<file path="config.mk">
export PLATFORM = sky130hd
export DESIGN_NAME = regfile_wb_ctrl
export DESIGN_NICKNAME = d
export VERILOG_FILES = /design/src/rtl/regfile_wb_ctrl.sv
export SDC_FILE = /design/constraint.sdc
export NUM_CORES = 1
export LEC_CHECK = 0
export CAP_MARGIN = 20
export CORE_ASPECT_RATIO = 0.8
export CORE_MARGIN = 2
export CORE_UTILIZATION = 40
export CTS_CLUSTER_SIZE = 24
export DETAILED_ROUTE_END_ITERATION = 8
export PLACE_DENSITY = 0.71
export SLEW_MARGIN = 20
export SYNTH_ARGS = -nofsm -noshare
export SYNTH_HDL_FRONTEND = slang
export SYNTH_SLANG_ARGS = --single-unit
</file>
<file path="constraint.sdc">
create_clock -name clk -period 6.4 [get_ports clk]
set_clock_uncertainty 0.1 [all_clocks]
set_input_delay 1.28 -clock clk [delete_from_list [all_inputs] [get_ports clk]]
set_output_delay 1.28 -clock clk [all_outputs]
set_load 0.005 [all_outputs]
</file>
<file path="src/rtl/regfile_wb_ctrl.sv">
// Register file write-back controller: round-robin share of the single
// write port plus a per-register pending-write scoreboard for hazards.
`ifndef XLEN
`define XLEN 32
`endif

module regfile_wb_ctrl #(
    parameter int NUM_SRC   = 3,
    parameter int SRC_IDX_W = 2
) (
    input  logic                      clk,
    input  logic                      rst_n,
    input  logic [NUM_SRC-1:0]        req_valid,
    input  logic [5*NUM_SRC-1:0]      req_addr,
    input  logic [`XLEN*NUM_SRC-1:0]  req_data,
    output logic [NUM_SRC-1:0]        req_ready,
    output logic                      wb_en,
    output logic [4:0]                wb_addr,
    output logic [`XLEN-1:0]          wb_data,
    input  logic                      issue_en,
    input  logic [4:0]                issue_rd,
    input  logic [4:0]                rs1_q,
    input  logic [4:0]                rs2_q,
    output logic                      rs1_busy,
    output logic                      rs2_busy,
    output logic                      issue_rd_busy,
    input  logic                      flush
);

    logic [SRC_IDX_W-1:0] rr_ptr;
    logic [SRC_IDX_W-1:0] rr_nxt;
    logic [SRC_IDX_W-1:0] gnt_idx;
    logic [NUM_SRC-1:0]   grant;
    logic                 hs;
    logic                 found;
    int                   cand;
    logic [4:0]           sel_addr;
    logic [`XLEN-1:0]     sel_data;
    logic [31:1]          sb;
    logic [31:1]          sb_nxt;
    logic [31:0]          sb_all;
    logic [4:0]           src_addr [NUM_SRC];
    logic [`XLEN-1:0]     src_data [NUM_SRC];

    for (genvar i = 0; i < NUM_SRC; i++) begin : g_unpack
        assign src_addr[i] = req_addr[5*i +: 5];
        assign src_data[i] = req_data[`XLEN*i +: `XLEN];
    end

    function automatic int wrap(input int v);
        return (v >= NUM_SRC) ? v - NUM_SRC : v;
    endfunction

    // Round-robin pick: first valid source at or above the pointer, wrapping.
    always_comb begin
        grant   = '0;
        gnt_idx = '0;
        found   = 1'b0;
        cand    = 0;
        for (int k = 0; k < NUM_SRC; k++) begin
            cand = wrap(int'(rr_ptr) + k);
            if (!found && req_valid[cand]) begin
                found       = 1'b1;
                grant[cand] = 1'b1;
                gnt_idx     = SRC_IDX_W'(cand);
            end
        end
        hs       = found;
        rr_nxt   = SRC_IDX_W'(wrap(int'(gnt_idx) + 1));
        sel_addr = src_addr[gnt_idx];
        sel_data = src_data[gnt_idx];
    end

    assign req_ready = grant;

    // Register the granted write; x0 writes are consumed but never enabled.
    always_ff @(posedge clk or negedge rst_n) begin
        if (!rst_n) begin
            wb_en   <= 1'b0;
            wb_addr <= '0;
            wb_data <= '0;
        end else begin
            wb_en <= hs && (sel_addr != 5'd0);
            if (hs && (sel_addr != 5'd0)) begin
                wb_addr <= sel_addr;
                wb_data <= sel_data;
            end
        end
    end

    // Advance the fairness pointer past the source just served.
    always_ff @(posedge clk or negedge rst_n) begin
        if (!rst_n) begin
            rr_ptr <= '0;
        end else if (hs) begin
            rr_ptr <= rr_nxt;
        end
    end

    // Scoreboard next state: clear on write-back, a new issue wins, flush wins all.
    always_comb begin
        sb_nxt = sb;
        if (wb_en && (wb_addr != 5'd0)) begin
            sb_nxt[wb_addr] = 1'b0;
        end
        if (issue_en && (issue_rd != 5'd0)) begin
            sb_nxt[issue_rd] = 1'b1;
        end
        if (flush) begin
            sb_nxt = '0;
        end
    end

    // Scoreboard state register.
    always_ff @(posedge clk or negedge rst_n) begin
        if (!rst_n) begin
            sb <= '0;
        end else begin
            sb <= sb_nxt;
        end
    end

    assign sb_all        = {sb, 1'b0};
    assign rs1_busy      = sb_all[rs1_q];
    assign rs2_busy      = sb_all[rs2_q];
    assign issue_rd_busy = sb_all[issue_rd];

endmodule

</file>
==> results.md <==
* Distinct cells, synth at 52
* PostCTS Resize Cnt at 0
* Proportion of layout cells with a drive suffix above 1 at 13.0%
* Die area at 14600 µm²
* Port buffer count at 176
* Leak at 2.99 nW
* Via density at 6.04
* Worst-path fanout max at 16
* Initial antenna violation count at 0
* RSZ-0062 raised after global routing: false
* Layout Utilization at 56.0%
* Synth top area share at 32.7%
* Worst path arrival time at 3.87 ns
* Final net count at 864
* Syn_area_per_cell at 9.32 µm²
* Clock Path Buffers at 2
* Post-DP HPWL at 14.3 mm
* WL final at 19.5 mm
* N_diodes at 0
* Die width at 134 µm
* Global-route wire length before repair at 30.8 mm
* Peak VDD IR at 0.268 mV
* Area leader, netlist: dfrtp_1
* WHS at 0.425 ns
* CTS root buf: clkbuf_16
* Worst setup EP type: output port
* Synth Warn # at 0
* Status: finished clean
* GRT met3 Usage at 7.59%
* CTS clk-pin slew, worst paths at 0.06 ns
* Core Rows at 38
* Starting Density at 40.6%
* Pre-Repair DR Iteration Count at 7
* Antenna Nets Post-Route at 0
* Largest net degree at the start of global routing at 72
* Worst min path class: reg -> reg
* Area growth, synth to finish at 38.1%
* Final Max Tran Viols at 0
* Period utilization at 82.0%
* GR Layer Usage met2 at 43.9%
* Tot Pwr at 3.45 mW
* GRT Total Usage at 27.5%
* Syn Nets at 721
* Placer Congestion at 1.03
* CTS Sinks at 71
* Commonest cells post-synth: dfrtp_1 (71), nor2_1 (47), nand2_1 (43), inv_1 (40), o21ai_0 (40)
* Ports at 177
* Post-CTS setup buffer count at 0
* Most common cell in the netlist: dfrtp_1
* CTS H-tree lvls at 3
* Final min period at 5.25 ns
* Top area cells in the synthesized netlist: dfrtp_1 (33%), mux4_2 (10%), o32ai_2 (9.0%)
* Core ar. at 13400 µm²
* Register area share after synthesis at 32.7%
* Worst rel slew slack at 29.8%
* Crit path kind: in -> out
* GR peak layer: met2
* # hold bufs at CTS at 0
* CTS tree: yes
* Grt total ovfl at 0
* Final hold vios at 0
* Power Density at 458 nW/µm²
* Post-route DRC at 0
* Post-synth ARST share at 100%
* Number of flops mapped to enable cells by yosys at 0
* Chip height at 108 µm
* Worst Tran Pin Value at 1.05 ns
* Final setup fails at 0
* Setup TNS at 0 ns
* Max-Cap Viols at 0
* M1 GR Usage at 36.7%
* WL per Instance at 21.4 µm
* Initial DRC count at 568
* CTS buffer count at 9
* Setup crit start kind: input port
* Max Clk Rate at 191 MHz
* Seq cells post-synth at 71
* Worst path required time at 5.02 ns
* DR vias at 5502
* Pre-CTS setup slack at 1.14 ns
* Worst-skew pair later-pin latency at 0.34 ns
* Cell count after synthesis at 584
* Netlist Area Pre-Place at 5440 µm²
* Most used DFF post-synth: dfrtp_1
* Vias in the first global route at 5581
* Fill cells at 1212
* Final worst slack at 1.15 ns
## worst max-delay path, cell delays in order
cell and delay, ns:
clkdlybuf4s50_1 0.93, mux4_2 0.58, a221oi_1 0.33, a21oi_1 0.06, nand4b_1 0.21, clkdlybuf4s50_1 0.47
## metrics by stage
step | area [µm²] | std cells
final | 7510 | 911
after CTS | 7520 | 911
after floorplan | 5440 | 584
after detailed placement | 7250 | 896
after global placement | 7250 | 896
after global routing | 7510 | 911
## routing by layer
metal | vias to the layer above | share of wire [%]
met1 | 2688 | 42
li1 | 2464 | -
met4 | 0 | 2.6
met3 | 53 | 10
met5 | - | 0
met2 | 297 | 46
## registers in the layout (all words and copies together) (netlist names)
signal   flops
wb_data     32
sb          31
rr_ptr       2
wb_en        1
wb_addr      5
## final timing paths
check	start	end	slack (ns)	cells after the start
max	issue_rd[0]	issue_rd_busy	1.15	6
min reg2reg	wb_data[11]$_DFFE_PN0P_	wb_data[11]$_DFFE_PN0P_	0.43	2
min	wb_data[11]$_DFFE_PN0P_	wb_data[11]$_DFFE_PN0P_	0.43	2
max in group asynchronous	rst_n	wb_addr[0]$_DFFE_PN0P_	4.52	2
min in group asynchronous	rst_n	wb_data[18]$_DFFE_PN0P_	1.06	2
max reg2reg	rr_ptr[1]$_DFFE_PN0P_	wb_data[21]$_DFFE_PN0P_	2.69	8
## layout by cell type (no fill, tap or decap), types with 25 or more instances in the layout
master / count
dfrtp_1: 71
mux4_2: 25
o21ai_0: 40
or3_1: 33
nor2_1: 47
o32ai_2: 30
nand2_1: 43
a21oi_1: 34
clkdlybuf4s50_1: 174
a221oi_1: 38
and2_1: 36
inv_1: 40
## kinds of logic (layout without fill, tap and decap cells)
| family | Yosys count | in the layout | synth area share (%) |
|---|---|---|---|
| AO/OA/AOI/OAI | 172 | 172 | 26.7 |
| AND/OR/NAND/NOR | 211 | 211 | 20.1 |
| adder cells (fa/ha/maj) | 4 | 4 | 0.920 |
| multiplexers | 34 | 34 | 12.3 |
| flip-flops | 71 | 71 | 32.7 |
| buffers and inverters | 92 | 239 | 7.40 |
## report_power, final
part	total (mW)	internal, mW	switching, mW
Clock	0.460	0.269	0.192
Sequential	0.722	0.606	0.116
Combinational	2.26	1.08	1.18
## final cells by class
cell class | instances | area (µm²) | area share, %
Tap cell | 180 | 225 | 3.00
Timing Repair Buffer | 184 | 1810 | 24.1
Clock inverter | 4 | 22.5 | 0.300
Sequential cell | 71 | 1780 | 23.6
Clock buffer | 11 | 243 | 3.23
Multi-Input combinational cell | 421 | 3290 | 43.7
Inverter | 40 | 150 | 2.00
No activity file was read; power rests on OpenSTA's default activity.
